==> config.mk <==
export PLATFORM = sky130hd
export DESIGN_NAME = core_inst_sequencer
export DESIGN_NICKNAME = d
export VERILOG_FILES = /design/src/rtl/core_seq_pkg.sv /design/src/rtl/seq_cmd_fifo.sv /design/src/rtl/core_inst_sequencer.sv
export SDC_FILE = /design/constraint.sdc
export NUM_CORES = 1
export LEC_CHECK = 0
export ABC_AREA = 1
export CAP_MARGIN = 10
export CORE_MARGIN = 1
export CORE_UTILIZATION = 50
export CTS_BUF_LIST = sky130_fd_sc_hd__clkbuf_8
export CTS_CLUSTER_SIZE = 24
export DETAILED_ROUTE_END_ITERATION = 10
export PLACE_DENSITY = 0.7
export SLEW_MARGIN = 5
export SYNTH_ARGS = -nofsm -noshare
export SYNTH_HDL_FRONTEND = slang
export SYNTH_SLANG_ARGS = --single-unit
==> constraint.sdc <==
create_clock -name clk -period 5.15 [get_ports clk]
set_clock_uncertainty 0.15 [all_clocks]
set_input_delay 1.545 -clock clk [delete_from_list [all_inputs] [get_ports clk]]
set_output_delay 1.545 -clock clk [all_outputs]
set_load 0.01 [all_outputs]
==> src/rtl/core_seq_pkg.sv <==
// rtl/core_seq_pkg.sv - opcodes, FSM states and instruction-word layout shared by the core sequencer
package core_seq_pkg;

  localparam logic [2:0] OP_NOP    = 3'd0;
  localparam logic [2:0] OP_LOAD_W = 3'd1;
  localparam logic [2:0] OP_EXEC   = 3'd2;
  localparam logic [2:0] OP_ACC    = 3'd3;
  localparam logic [2:0] OP_FLUSH  = 3'd4;

  typedef enum logic [2:0] {
    ST_IDLE   = 3'd0,
    ST_XRD    = 3'd1,
    ST_XTAIL  = 3'd2,
    ST_L0RD   = 3'd3,
    ST_ACC    = 3'd4,
    ST_FLUSH  = 3'd5,
    ST_RETIRE = 3'd6
  } seq_state_e;

  // Fixed low-order control bits; the address fields sit above them.
  localparam int POS_LOAD     = 0;
  localparam int POS_EXECUTE  = 1;
  localparam int POS_L0_WR    = 2;
  localparam int POS_L0_RD    = 3;
  localparam int POS_OFIFO_RD = 6;
  localparam int POS_A_XMEM   = 7;

  function automatic int pos_wen_xmem(input int aw);
    return 7 + aw;
  endfunction

  function automatic int pos_cen_xmem(input int aw);
    return 8 + aw;
  endfunction

  function automatic int pos_a_pmem(input int aw);
    return 9 + aw;
  endfunction

  function automatic int pos_wen_pmem(input int aw);
    return 9 + 2 * aw;
  endfunction

  function automatic int pos_cen_pmem(input int aw);
    return 10 + 2 * aw;
  endfunction

  function automatic int pos_acc_en(input int aw);
    return 11 + 2 * aw;
  endfunction

  function automatic int pos_mode(input int aw);
    return 12 + 2 * aw;
  endfunction

  // Memory enables are active-low, so the quiet word has all four cen/wen bits set.
  function automatic logic [63:0] idle_inst(input int aw);
    logic [63:0] v;
    v = '0;
    v[pos_cen_pmem(aw)] = 1'b1;
    v[pos_wen_pmem(aw)] = 1'b1;
    v[pos_cen_xmem(aw)] = 1'b1;
    v[pos_wen_xmem(aw)] = 1'b1;
    return v;
  endfunction

endpackage

==> src/rtl/seq_cmd_fifo.sv <==
// rtl/seq_cmd_fifo.sv - synchronous command queue with full/empty flags and occupancy count
module seq_cmd_fifo #(
  parameter int  WIDTH = 8,
  parameter int  DEPTH = 4,
  localparam int AW    = $clog2(DEPTH),
  localparam int PW    = AW + 1
) (
  input  logic             clk,
  input  logic             reset,
  input  logic             push,
  input  logic [WIDTH-1:0] wdata,
  input  logic             pop,
  output logic [WIDTH-1:0] rdata,
  output logic             full,
  output logic             empty,
  output logic [AW:0]      count
);

  logic [WIDTH-1:0] mem_q [DEPTH];
  logic [AW:0]      wptr_q, wptr_d;
  logic [AW:0]      rptr_q, rptr_d;
  logic             do_push, do_pop;

  // Pointers carry one wrap bit so full and empty are distinguishable.
  always_comb begin
    count   = wptr_q - rptr_q;
    full    = (count == PW'(DEPTH));
    empty   = (count == '0);
    do_push = push && !full;
    do_pop  = pop && !empty;
    wptr_d  = wptr_q + PW'(do_push);
    rptr_d  = rptr_q + PW'(do_pop);
  end

  assign rdata = mem_q[rptr_q[AW-1:0]];

  always_ff @(posedge clk) begin
    if (reset) begin
      wptr_q <= '0;
      rptr_q <= '0;
    end else begin
      wptr_q <= wptr_d;
      rptr_q <= rptr_d;
    end
    if (do_push) begin
      mem_q[wptr_q[AW-1:0]] <= wdata;
    end
  end

endmodule

==> src/rtl/core_inst_sequencer.sv <==
// rtl/core_inst_sequencer.sv - expands queued burst commands into per-cycle core instruction words
module core_inst_sequencer
  import core_seq_pkg::*;
#(
  parameter int  ADDR_W    = 11,
  parameter int  LEN_W     = 11,
  parameter int  CMD_DEPTH = 4,
  localparam int IW        = 2 * ADDR_W + 13
) (
  input  logic              clk,
  input  logic              reset,
  input  logic              cmd_valid,
  output logic              cmd_ready,
  input  logic [2:0]        cmd_op,
  input  logic              cmd_mode,
  input  logic [ADDR_W-1:0] cmd_xaddr,
  input  logic [ADDR_W-1:0] cmd_paddr,
  input  logic [LEN_W-1:0]  cmd_len,
  input  logic              ofifo_valid,
  output logic [IW-1:0]     inst,
  output logic              busy,
  output logic              done
);

  localparam int CW    = 3 + 1 + 2 * ADDR_W + LEN_W;
  localparam int CNT_W = $clog2(CMD_DEPTH) + 1;
  localparam logic [IW-1:0] IDLE_INST = IW'(idle_inst(ADDR_W));

  localparam int P_WEN_X = pos_wen_xmem(ADDR_W);
  localparam int P_CEN_X = pos_cen_xmem(ADDR_W);
  localparam int P_A_P   = pos_a_pmem(ADDR_W);
  localparam int P_WEN_P = pos_wen_pmem(ADDR_W);
  localparam int P_CEN_P = pos_cen_pmem(ADDR_W);
  localparam int P_ACC   = pos_acc_en(ADDR_W);
  localparam int P_MODE  = pos_mode(ADDR_W);

  logic [CW-1:0]    fifo_rdata;
  logic             fifo_full, fifo_empty, fifo_push, fifo_pop;
  logic [CNT_W-1:0] fifo_count, count_next;

  seq_state_e        state_q, state_d;
  logic [2:0]        op_q, op_d;
  logic              mode_q, mode_d;
  logic [ADDR_W-1:0] xaddr_q, xaddr_d;
  logic [ADDR_W-1:0] paddr_q, paddr_d;
  logic [LEN_W-1:0]  len_q, len_d;
  logic [LEN_W-1:0]  i_q, i_d, i_base;
  logic              acc_step;
  logic [IW-1:0]     inst_q, inst_d;
  logic              done_q, done_d;
  logic              busy_q, busy_d;

  assign cmd_ready = !fifo_full;
  assign fifo_push = cmd_valid && !fifo_full;

  seq_cmd_fifo #(
    .WIDTH (CW),
    .DEPTH (CMD_DEPTH)
  ) u_cmd_fifo (
    .clk   (clk),
    .reset (reset),
    .push  (fifo_push),
    .wdata ({cmd_op, cmd_mode, cmd_xaddr, cmd_paddr, cmd_len}),
    .pop   (fifo_pop),
    .rdata (fifo_rdata),
    .full  (fifo_full),
    .empty (fifo_empty),
    .count (fifo_count)
  );

  // state_d names the phase whose word is shown next cycle; i_base is the word index it uses.
  always_comb begin
    state_d  = state_q;
    op_d     = op_q;
    mode_d   = mode_q;
    xaddr_d  = xaddr_q;
    paddr_d  = paddr_q;
    len_d    = len_q;
    i_base   = i_q;
    acc_step = 1'b0;
    fifo_pop = 1'b0;

    unique case (state_q)
      ST_IDLE: begin
        if (!fifo_empty) begin
          fifo_pop = 1'b1;
          {op_d, mode_d, xaddr_d, paddr_d, len_d} = fifo_rdata;
          i_base = '0;
          if (len_d == '0 || op_d == OP_NOP || op_d > OP_FLUSH) begin
            state_d = ST_RETIRE;
          end else if (op_d == OP_ACC) begin
            state_d = ST_ACC;
          end else if (op_d == OP_FLUSH) begin
            state_d = ST_FLUSH;
          end else begin
            state_d = ST_XRD;
          end
        end
      end
      ST_XRD: begin
        if (i_q == len_q) state_d = ST_XTAIL;
      end
      ST_XTAIL: begin
        state_d = ST_L0RD;
        i_base  = '0;
      end
      ST_L0RD, ST_FLUSH: begin
        if (i_q == len_q) state_d = ST_RETIRE;
      end
      ST_ACC: begin
        if (i_q == len_q) state_d = ST_RETIRE;
        else acc_step = ofifo_valid;
      end
      ST_RETIRE: begin
        state_d = ST_IDLE;
      end
      default: begin
        state_d = ST_IDLE;
      end
    endcase

    inst_d = IDLE_INST;
    i_d    = i_base;
    case (state_d)
      ST_XRD: begin
        inst_d[P_MODE]                 = mode_d;
        inst_d[P_CEN_X]                = 1'b0;
        inst_d[POS_A_XMEM +: ADDR_W]   = xaddr_d + ADDR_W'(i_base);
        inst_d[POS_L0_WR]              = (i_base != '0);
        i_d                            = i_base + 1'b1;
      end
      ST_XTAIL: begin
        inst_d[P_MODE]    = mode_d;
        inst_d[POS_L0_WR] = 1'b1;
      end
      ST_L0RD: begin
        inst_d[P_MODE]      = mode_d;
        inst_d[POS_L0_RD]   = 1'b1;
        inst_d[POS_LOAD]    = (op_d == OP_LOAD_W);
        inst_d[POS_EXECUTE] = (op_d == OP_EXEC);
        i_d                 = i_base + 1'b1;
      end
      ST_ACC: begin
        inst_d[P_MODE] = mode_d;
        if (acc_step) begin
          inst_d[P_ACC]              = 1'b1;
          inst_d[P_CEN_P]            = 1'b0;
          inst_d[P_WEN_P]            = 1'b0;
          inst_d[P_A_P +: ADDR_W]    = paddr_d + ADDR_W'(i_base);
          inst_d[POS_OFIFO_RD]       = 1'b1;
          i_d                        = i_base + 1'b1;
        end
      end
      ST_FLUSH: begin
        inst_d[P_MODE]           = 1'b1;
        inst_d[P_ACC]            = 1'b1;
        inst_d[P_CEN_P]          = 1'b0;
        inst_d[P_WEN_P]          = 1'b0;
        inst_d[P_A_P +: ADDR_W]  = paddr_d + ADDR_W'(i_base);
        i_d                      = i_base + 1'b1;
      end
      default: begin
      end
    endcase

    done_d     = (state_d == ST_RETIRE);
    count_next = fifo_count + CNT_W'(fifo_push) - CNT_W'(fifo_pop);
    busy_d     = (state_d != ST_IDLE) || (count_next != '0);
  end

  always_ff @(posedge clk) begin
    if (reset) begin
      state_q <= ST_IDLE;
      op_q    <= OP_NOP;
      mode_q  <= 1'b0;
      xaddr_q <= '0;
      paddr_q <= '0;
      len_q   <= '0;
      i_q     <= '0;
      inst_q  <= IDLE_INST;
      done_q  <= 1'b0;
      busy_q  <= 1'b0;
    end else begin
      state_q <= state_d;
      op_q    <= op_d;
      mode_q  <= mode_d;
      xaddr_q <= xaddr_d;
      paddr_q <= paddr_d;
      len_q   <= len_d;
      i_q     <= i_d;
      inst_q  <= inst_d;
      done_q  <= done_d;
      busy_q  <= busy_d;
    end
  end

  assign inst = inst_q;
  assign done = done_q;
  assign busy = busy_q;

endmodule

; Yosys cells after proc, flatten, opt, wreduce, memory -nomap -nowiden
; Memory sizes are Yosys's and may differ from the RTL's. A register that Yosys moved wholly into a read port is not among the register bits.
; Cells that the tools add are included.
[classes]
n_addsub = 8
n_lt_le_gt_ge = 1
eq_ne = 17
n_mux = 33
bitwise_logic = 4
reduce_logical = 22
[op_table]
columns = op, count
row1 = $mux 11, 6
row2 = $pmux 11 s2, 2
row3 = $pmux 14 s2, 1
row4 = $mux 3, 8
row5 = $add 11x11->11, 2
row6 = $eq 3x3->1 const B, 7
row7 = $eq 3x2->1 const B, 6
row8 = $mux 14, 1
row9 = $pmux 3 s4, 1
row10 = $add 11x1->11 const B, 1
row11 = $eq 11x11->1, 1
row12 = $logic_not 11->1, 1
row13 = $mux 1, 11
row14 = $reduce_bool 11->1, 1
row15 = $add 3x1->3, 3
row16 = $eq 3x1->1 const B, 3
row17 = $logic_not 3->1, 3
row18 = $reduce_bool 3->1, 2
row19 = $reduce_or 2->1, 3
row20 = $reduce_or 3->1, 2
row21 = $not 1->1, 4
row22 = $pmux 1 s2, 2
row23 = $reduce_or 4->1, 1
row24 = $gt 3x3->1 const B, 1
row25 = other kinds (7), 12
[word_totals]
reg_bits = 94
ramBits = 148
in_bits = 41
out_inout_bits = 38
elab_cells = 102
memories = 1
[memory_table]
columns = name, depth, word_bits, read_ports, rd_ports_with_merged_regs, wr, line
row1 = u_cmd_fifo.mem_q, 4, 37, 1, 1, 1, seq_cmd_fifo.sv:19  ; logic [WIDTH-1:0] mem_q [DEPTH];

; Logic depth before layout (Yosys ltp)
; Gate-level depths: netlist (run 1).
[depth]
word_depth = 9
mapped_depth = 30
depth_no_buf = 28

; By module
; Synthesis (run 1) repeated with hierarchy kept, for this count alone.
[unflattened]
cells_unflattened = 1063
hier_area_um2 = 10591.4
[by_module_without_submodules]
columns = module, instances, cells_per_inst, area_each_um2, seq_area_each_um2
row1 = seq_cmd_fifo, 1, 414, 5868.1, 4564.4
row2 = core_inst_sequencer, 1, 649, 4723.3, 1681.6

; Least setup slack after synthesis (run 1)
; Ideal clock, no wire load.
[synth_timing]
path_type = input to register
from = input port cmd_valid
to = memory u_cmd_fifo.mem_q[0][0] (netlist name) (enable)
setup_time_ns = 0.478
arrival_ns = 4.207
required_ns = 4.522
slack_ns = 0.316
stages = 2
n_path_buf = 0
path_cell_list = nand2_1 nor3_1
[synth_via]
elab_chain_len = 4
[synth_rtl]
columns = item, line
row1 = "start, declared", core_inst_sequencer.sv:12  ; input logic cmd_valid,
row2 = $logic_and 1x1->1, core_inst_sequencer.sv:54  ; assign fifo_push = cmd_valid && !fifo_full;
row3 = $logic_and 1x1->1, seq_cmd_fifo.sv:29  ; do_push = push && !full;
row4 = $mux 1, seq_cmd_fifo.sv:45  ; if (do_push) begin
row5 = $mux 1 (not written as such), seq_cmd_fifo.sv:46  ; mem_q[wptr_q[AW-1:0]] <= wdata;
row6 = "end, declared", seq_cmd_fifo.sv:19
; No other way between the ends.

; Worst setup path in the final report (run 1)
[layout_timing]
from = register u_cmd_fifo.wptr_q[0]
to = register inst_q[17] (netlist: inst[17])
[layout_via]
elab_cells_between_ends = 12
cone_classes = add/sub (2) / eq/ne (1) / mux (6) / bitwise (1) / reduce/logical (2)
[layout_rtl]
columns = item, line
row1 = "start, declared", seq_cmd_fifo.sv:20  ; logic [AW:0] wptr_q, wptr_d;
row2 = "start signal, assigned", seq_cmd_fifo.sv:42  ; wptr_q <= wptr_d;
row3 = $sub 3x3->3, seq_cmd_fifo.sv:26  ; count = wptr_q - rptr_q;
row4 = $logic_not 3->1, seq_cmd_fifo.sv:28  ; empty = (count == '0);
row5 = $mux 11, core_inst_sequencer.sv:85  ; if (!fifo_empty) begin
row6 = $mux 11, core_inst_sequencer.sv:83  ; unique case (state_q)
row7 = net xaddr_d[0], core_inst_sequencer.sv:44  ; logic [ADDR_W-1:0] xaddr_q, xaddr_d;
row8 = $add 11x11->11, core_inst_sequencer.sv:128  ; inst_d[POS_A_XMEM +: ADDR_W] = xaddr_d + ADDR_W'(i_base);
row9 = "end signal, assigned", core_inst_sequencer.sv:191  ; inst_q <= inst_d;
row10 = "end, declared", core_inst_sequencer.sv:49  ; logic [IW-1:0] inst_q, inst_d;
; The timed path passes the listed nets, and every way through them passes these cells.
; A chain may end at the register's enable or synchronous reset.

==> flow_results.org, run 1 <==
** STA
- Headroom to the max-slew limit :: 0.4404
- Of the available clock period, the critical path in the final layout requires 0.8838.
- Setup violations remaining at the end of the flow were counted as 0.
- Tmin final :: 4.551 ns
- Setup repair after global routing missed its margin :: no
- The final hold violation count was 0.
- Final total negative setup slack :: 0 ns
- Number of pins with negative max-slew slack in the final report :: 0
- Highest attainable clock frequency :: 219.7 MHz
- Hold is met by 0.3251 ns.
- Setup slack after layout :: 0.5987 ns
- Transition time at the pin with the least slew margin :: 0.8382 ns

** Die
- Number of rows created at floorplan :: 52
- Full die area :: 0.02112 mm²
- Die H :: 145.3 µm
- Boundary Pins :: 79
- Core area :: 0.02017 mm²
- Floorplan die width :: 145.3 µm
- The initial utilization of the core area, before any placement, comes to 0.5092.

** Clock network
- For this design, the CTS-stage hold fixing added 0 buffers.
- The clock reaches the later pin of the worst-skew pair after 0.52 ns.
- In this run the clock root is driven by a sky130_fd_sc_hd__clkbuf_8.
- Counting along the longest clock path gives a buffer depth of 3.
- TritonCTS built the clock tree.
- Once the clock tree was built, the resizer swapped 0 gates to a different size.
- Num CTS Buffers :: 38
- Total number of H-tree levels :: 2
- Count of buffers added by post-CTS timing repair for setup :: 0
- Sinks on the clock net :: 238
- Clock-pin slew was measured on the worst setup and hold paths at 0.06 ns.

** Detailed routing
- Iter 0 DRT Violations :: 546
- The detailed router placed 7,425 vias in this run.
- DRC violation count after routing :: 0
- Detailed-routing iteration count for the pre-antenna-repair pass :: 5
- In this run the remaining antenna-violating nets after routing total 0.
- DR vias/cell :: 5.167
- In the final routed layout, each cell accounts on average for 15.21 µm.
- For this block, the routed nets add up to 21.86 mm of wire.

** Pwr
- Power spread over the standard cell area amounts to 615.4 mW/mm².
- The worst-case IR drop observed on VDD is 216.3 µV.
- The design draws 7.346 mW.
- In this run the static leakage power is 4.958 nW.

** Worst setup path
- Critical path class :: register to register
- Together, buffers and inverters on the worst path number 7.
- On the worst path, the slowest cell contributes a delay of 0.51 ns.
- Along the worst path, the maximum fanout reaches 35.
- Cell with the most instances on the worst path :: sky130_fd_sc_hd__nand2_1
- Setup crit start kind :: register
- In this run the number of cells on the critical path is 27.
- Critical path's slowest cell :: sky130_fd_sc_hd__fa_1
- Nature of the critical path endpoint :: register
- At the worst endpoint, the arrival time is 4.86 ns.
- Data on the critical path is required at its endpoint by 5.46 ns.
- Kind of cell with the highest combined delay on the critical path :: adder cells
- Worst Reg2Reg Path Length in Cells :: 27

** Min path
- Counting instances, the worst hold path has a depth of 2.
- The worst hold path belongs to the class register to register.

** GRT
- Entering global routing, the biggest net connects 78 pins.
- Number of antenna violations at the first check in global routing :: 1
- The number of global-route vias before repair came to 7,183.
- Global-route wire length before repair :: 35.96 mm
- Final global-route overflow total :: 0
- Global-route usage over all layers :: 0.2133

** Synth
- Cell with the most instances after synthesis :: sky130_fd_sc_hd__nand2_1
- Cell accounting for the most synthesized area :: sky130_fd_sc_hd__edfxtp_1
- Number of synthesis warnings :: 0
- Count of mapped cells out of synthesis :: 1,054
- Number of enable flip-flop cells after synthesis :: 148
- Most frequently used flop master after synthesis :: sky130_fd_sc_hd__edfxtp_1
- Post-Synthesis Mean Instance Area :: 9.745 µm²
- The cell area that synthesis handed to floorplanning was 0.01027 mm².
- In the synthesized netlist the async set-or-reset flop fraction comes to 0.
- Post-synthesis sequential area ratio :: 0.6081
- Ranked by total cell area, the synthesized netlist is headed by sky130_fd_sc_hd__edfxtp_1, sky130_fd_sc_hd__dfxtp_1, sky130_fd_sc_hd__nand2_1, sky130_fd_sc_hd__nor2_1, sky130_fd_sc_hd__o21ai_0.
- By count the netlist is led by sky130_fd_sc_hd__nand2_1, sky130_fd_sc_hd__edfxtp_1, sky130_fd_sc_hd__nor2_1.
- Share of Yosys cell area claimed by the top area cell type :: 0.4327
- The synthesized design contains 238 register bits.
- After synthesis, the netlist uses 41 different library cells.

** Placed design
- Port buffering added 75 buffers.
- OpenSTA, run right after detailed placement, puts the worst setup slack at 0.6460 ns.
- Detailed placement finished with a half-perimeter wire length of 14.27 mm.
- At the end of routability-driven placement, the weighted congestion stood at 0.9120.

** Layout
- 0 antenna diodes ended up in the layout.
- Final core occ :: 0.5919
- Synth-to-layout area growth :: 16.23%
- Final #Nets :: 1,211
- Fraction of layout instances using a drive strength above 1 :: 0.06427
- Counting the fill cells in the layout gives 1,783.

** Flow run
- Across the run, the number of max-cap violations was 0.

** Run status
- Outcome :: finished, final reports clean
[stage by stage]
step	std cells	cell area [µm²]
after detailed placement	1368	11270
after global placement	1368	11270
final	1437	11940
after floorplan	1055	10270
after CTS	1437	11940
after global routing	1437	11940
[where the power goes]
part / switching (mW) / leakage [nW] / internal (mW)
Combinational: 2.27 / 2.47 / 1.08
Clock: 0.706 / 0.395 / 0.718
Sequential: 0.116 / 2.09 / 2.46
Total: 3.09 / 4.96 / 4.26
[sequential cells by signal (all words and copies together) (netlist names), 11 cells and up]
signal and flops:
u_cmd_fifo.mem_q 148, inst 31, i_q 11, len_q 11
paddr_q 11, xaddr_q 11
[kinds of logic after synthesis]
group / count (synthesis) / share of synthesized area
flip-flops: 238 / 0.6081
XOR/XNOR: 27 / 0.02302
other: 2 / 0.0007312
adder cells (fa/ha/maj): 32 / 0.04191
AND/OR/NAND/NOR: 458 / 0.1839
AO/OA/AOI/OAI: 158 / 0.08759
buffers and inverters: 139 / 0.05470
[final timing paths]
check	start	endpoint	slack, ns
setup / recovery	u_cmd_fifo.wptr_q[0]	inst[17]	0.60
hold / removal	paddr_q[3]	paddr_q[3]	0.33
setup reg to reg	u_cmd_fifo.wptr_q[0]	inst[17]	0.60
hold reg to reg	paddr_q[3]	paddr_q[3]	0.33
[per-layer routing]
layer  up-vias  track usage  wire (µm)
li1       3714            -          -
met1      3422       0.2944      10080
met2       245       0.3310       9789
met3        44      0.04591       1459
met4         0      0.08158        530
met5         -            0          0
[worst reg2reg max path, stage by stage, from the launching register on]
cell	delay [ns]
sky130_fd_sc_hd__dfxtp_1	0.41
sky130_fd_sc_hd__inv_1	0.12
sky130_fd_sc_hd__ha_1	0.21
sky130_fd_sc_hd__fa_1	0.51
sky130_fd_sc_hd__nand2_1	0.09
sky130_fd_sc_hd__inv_1	0.07
sky130_fd_sc_hd__nand2_1	0.16
sky130_fd_sc_hd__nand2_2	0.14
sky130_fd_sc_hd__inv_2	0.47
sky130_fd_sc_hd__o221ai_1	0.24
sky130_fd_sc_hd__o21ai_0	0.16
sky130_fd_sc_hd__inv_1	0.08
sky130_fd_sc_hd__ha_1	0.23
sky130_fd_sc_hd__fa_1	0.40
sky130_fd_sc_hd__nand2_1	0.07
sky130_fd_sc_hd__inv_1	0.05
sky130_fd_sc_hd__o21a_1	0.16
sky130_fd_sc_hd__nor2_1	0.08
sky130_fd_sc_hd__inv_1	0.05
sky130_fd_sc_hd__nand2_1	0.05
sky130_fd_sc_hd__inv_1	0.05
sky130_fd_sc_hd__nor2_1	0.08
sky130_fd_sc_hd__nand2_1	0.07
sky130_fd_sc_hd__nand3_1	0.11
sky130_fd_sc_hd__o21ai_1	0.09
sky130_fd_sc_hd__nand2_1	0.07
sky130_fd_sc_hd__nand2_1	0.05
sky130_fd_sc_hd__nor2_1	0.09
[layout make-up]
| class | instances | area (µm²) | area share |
|---|---|---|---|
| clock buffers | 40 | 550.5 | 0.04612 |
| clock inverters | 29 | 116.4 | 0.009747 |
| inverters | 98 | 367.9 | 0.03081 |
| multi-input cells | 678 | 3487 | 0.2921 |
| flip-flops and latches | 238 | 6247 | 0.5233 |
| well taps | 270 | 337.8 | 0.02830 |
| repair buffers | 84 | 830.8 | 0.06959 |
[layout by cell type, fill, tap and decap left out, types with 28 or more instances in the layout]
cell	instances
sky130_fd_sc_hd__nand2_1	236
sky130_fd_sc_hd__o21ai_0	80
sky130_fd_sc_hd__nand3_1	63
sky130_fd_sc_hd__edfxtp_1	148
sky130_fd_sc_hd__ha_1	28
sky130_fd_sc_hd__clkbuf_8	40
sky130_fd_sc_hd__clkdlybuf4s50_1	75
sky130_fd_sc_hd__a21oi_1	45
sky130_fd_sc_hd__inv_1	108
sky130_fd_sc_hd__nor2_1	120
sky130_fd_sc_hd__dfxtp_1	89
Note: power is estimated with default switching activity, not from simulation.
==> run 2, diff against run 1 <==
--- a/config.mk
+++ b/config.mk
@@ -10,6 +10,7 @@
 export CORE_MARGIN = 1
 export CORE_UTILIZATION = 50
 export CTS_BUF_LIST = sky130_fd_sc_hd__clkbuf_8
+export CTS_CLUSTER_DIAMETER = 60
 export CTS_CLUSTER_SIZE = 24
 export DETAILED_ROUTE_END_ITERATION = 10
 export PLACE_DENSITY = 0.7
==> run 2 against run 1 <==
Net effect: die area is the same; critical path depth is the same; clock power shrank 24%; non-clock buffer count is the same; critical path type unchanged; largest cell class unchanged.
==> flow_results.org, run 2 (synthesis results as in run 1) <==
** Run status
- Outcome :: finished, final reports clean

** Detailed routing
- Average wire per cell in the routed design :: 15.42 µm
- For this block, the initial DRC count from the detailed router was 573.
- DRC violation count after routing :: 0
- DR vias/cell :: 5.255
- Final antenna-violating net count :: 0
- Detailed-routing iteration count for the pre-antenna-repair pass :: 5
- The final route contains 7,336 vias.
- The final layout contains routed wiring with a total length of 21.53 mm.

** GRT
- Summed over all layers, the global routing overflow is 0.
- Entering global routing, the biggest net connects 78 pins.
- The number of antenna violations at the first check in global routing was 0.
- The number of global-route vias before repair was 6,929.
- The first global-routing pass estimated 35.24 mm of wire.
- Global-route usage over all layers :: 0.2073

** Clock network
- Total of cells resized after clock tree synthesis :: 0
- The number of clock buffers added by TritonCTS is 16.
- Count of buffers added by post-CTS timing repair for setup :: 0
- The clock passes through at most 3 buffers.
- Clock-pin slew on the worst setup and hold paths :: 0.13 ns
- Counting every sink on the clock net gives 238.
- The tree is rooted in a sky130_fd_sc_hd__clkbuf_8.
- Number of buffers inserted for hold repair after clock tree synthesis :: 0
- CTS built an H-tree with a depth of 1.
- At the later pin of the worst-skew pair, clock insertion delay measures 0.54 ns.
- Clock tree from TritonCTS :: built

** Placed design
- During placement, the flow inserted port buffers numbering 75.
- Worst slack at placement :: 0.6460 ns
- HPWL reported at the end of detailed placement :: 14.27 mm
- Gpl congestion :: 0.9120

** STA
- Fin crit share :: 0.8878
- On the final layout, the worst hold slack is 0.3348 ns.
- The final-report max-slew violation count was 0.
- The worst path meets setup with 0.5776 ns of slack.
- For this run, the top clock speed supported by timing is 218.7 MHz.
- Headroom to the max-slew limit :: 0.4307
- Transition time at the pin with the least slew margin :: 0.8527 ns
- Final Hold Viols :: 0
- Counting I/O delays and the setup requirement, the final critical path takes 4.572 ns.
- Setup Viol. Count Final :: 0
- Setup repair after global routing left no endpoint under its margin.
- After routing, the total negative slack on setup checks comes to 0 ns.

** Pwr
- Overall power consumption after layout is estimated at 7.001 mW.
- Worst vdd ir :: 269.0 µV
- The analysis attributes to cell leakage a power of 4.760 nW.
- Ratio of total power to cell area :: 600.6 mW/mm²

** Layout
- Synth-to-layout area growth :: 13.49%
- At the end of the flow the core is filled with cells to 0.5779.
- Leading cell types in the layout, fill and taps excluded :: sky130_fd_sc_hd__nand2_1, sky130_fd_sc_hd__edfxtp_1, sky130_fd_sc_hd__nor2_1
- Most common library cell in the layout ignoring fill and taps :: sky130_fd_sc_hd__nand2_1
- Registers take 0.006247 mm².
- Final #Nets :: 1,189
- Number of fill cells in the layout :: 1,792
- In the final layout, the share of cells above drive strength 1 is 0.05062.
- Number of flip-flops under the largest register name :: 148
- Footprint of the multi-input gates :: 0.003487 mm²
- Number of antenna repair diodes :: 0

** Worst setup path
- STA classifies the critical path startpoint as a register.
- Data on the critical path is required at its endpoint by 5.47 ns.
- Launching instance or port of the critical path :: u_cmd_fifo.wptr_q[0]
- Worst Reg2Reg Path Length in Cells :: 27
- Critical R2R Capture :: inst[17]
- In this run the register-to-register setup slack is 0.58 ns.
- Critical path data arrival time :: 4.89 ns
- Critical path class :: register to register
- Endpoint of the most critical setup path :: inst[17]
- The startpoint identified for the worst register-to-register timing path is u_cmd_fifo.wptr_q[0].
- The worst setup path is captured at a register.
- Along the worst path, the maximum fanout reaches 35.

** Die
- The initialized floorplan defines 52 standard-cell rows.
- Floorplan die width :: 145.3 µm
- For this configuration, the core starts out at a cell density of 0.5092.
- The floorplan step defined a core boundary enclosing 0.02017 mm².
- The die covers 0.02112 mm².
- Measured along the y axis, the die boundary spans 145.3 µm.
- Boundary Pins :: 79

** Min path
- Hold WC Path Type :: register to register

** Flow run
- Count of max-cap constraint violations :: 0
-- run 2: cell count changes in the layout (fill, tap and decap cells not counted), sizes merged --
cell and change:
bufinv +2, clkinv -10, inv -10, clkbuf -23
-- run 2: how the worst min path moves through the flow --
stage,startpoint,to,slack (ns),cells after the start
2_1_floorplan,paddr_q[1],paddr_q[1],0.30,2
3_3_place_gp,paddr_q[3],paddr_q[3],0.32,2
3_5_place_dp,paddr_q[3],paddr_q[3],0.31,2
4_1_cts,paddr_q[3],paddr_q[3],0.33,2
5_1_grt,paddr_q[3],paddr_q[3],0.36,2
6_report,paddr_q[3],paddr_q[3],0.33,2
-- run 2: cell type report --
class / instances / share of cell area
Sequential cell: 238 / 0.5360
Multi-Input combinational cell: 678 / 0.2992
Timing Repair Buffer: 84 / 0.07128
Inverter: 98 / 0.03156
Tap cell: 270 / 0.02898
Clock buffer: 17 / 0.02007
Clock inverter: 11 / 0.01299
-- run 2: report_power, final --
group | switching, mW | total (mW) | internal (mW) | leakage, nW
Clock | 0.635 | 1.08 | 0.442 | 0.198
Combinational | 2.28 | 3.36 | 1.08 | 2.47
Sequential | 0.116 | 2.57 | 2.45 | 2.09
Total | 3.03 | 7.00 | 3.97 | 4.76
-- run 2: metrics by stage --
step                instance area [µm²]  std cells
floorplan                         10270       1055
global placement                  11270       1368
detailed placement                11270       1368
CTS                               11660       1396
global route                      11660       1396
finish                            11660       1396
-- run 2: routing by layer --
metal,wire (µm),track usage
met1,10160,0.2982
met2,9618,0.3291
met3,1330,0.02610
met4,421,0.06421
met5,0,0
-- run 2: worst max-delay path, cell delays in order, from the launching register on --
cell,delay [ns]
sky130_fd_sc_hd__dfxtp_1,0.43
sky130_fd_sc_hd__inv_1,0.12
sky130_fd_sc_hd__ha_1,0.21
sky130_fd_sc_hd__fa_1,0.51
sky130_fd_sc_hd__nand2_1,0.09
sky130_fd_sc_hd__inv_1,0.07
sky130_fd_sc_hd__nand2_1,0.16
sky130_fd_sc_hd__nand2_2,0.14
sky130_fd_sc_hd__inv_2,0.46
sky130_fd_sc_hd__o221ai_1,0.24
sky130_fd_sc_hd__o21ai_0,0.16
sky130_fd_sc_hd__inv_1,0.08
sky130_fd_sc_hd__ha_1,0.23
sky130_fd_sc_hd__fa_1,0.40
sky130_fd_sc_hd__nand2_1,0.07
sky130_fd_sc_hd__inv_1,0.05
sky130_fd_sc_hd__o21a_1,0.16
sky130_fd_sc_hd__nor2_1,0.08
sky130_fd_sc_hd__inv_1,0.05
sky130_fd_sc_hd__nand2_1,0.05
sky130_fd_sc_hd__inv_1,0.05
sky130_fd_sc_hd__nor2_1,0.08
sky130_fd_sc_hd__nand2_1,0.07
sky130_fd_sc_hd__nand3_1,0.11
sky130_fd_sc_hd__o21ai_1,0.09
sky130_fd_sc_hd__nand2_1,0.07
sky130_fd_sc_hd__nand2_1,0.05
sky130_fd_sc_hd__nor2_1,0.09
==> run 3, diff against run 2 <==
--- a/config.mk
+++ b/config.mk
@@ -10,7 +10,6 @@
 export CORE_MARGIN = 1
 export CORE_UTILIZATION = 50
 export CTS_BUF_LIST = sky130_fd_sc_hd__clkbuf_8
-export CTS_CLUSTER_DIAMETER = 60
 export CTS_CLUSTER_SIZE = 24
 export DETAILED_ROUTE_END_ITERATION = 10
 export PLACE_DENSITY = 0.7
@@ -18,3 +17,4 @@
 export SYNTH_ARGS = -nofsm -noshare
 export SYNTH_HDL_FRONTEND = slang
 export SYNTH_SLANG_ARGS = --single-unit
+export TNS_END_PERCENT = 5
==> results of run 3 <==
No change in the layout: final DEF, timing and power equal those of run 1.
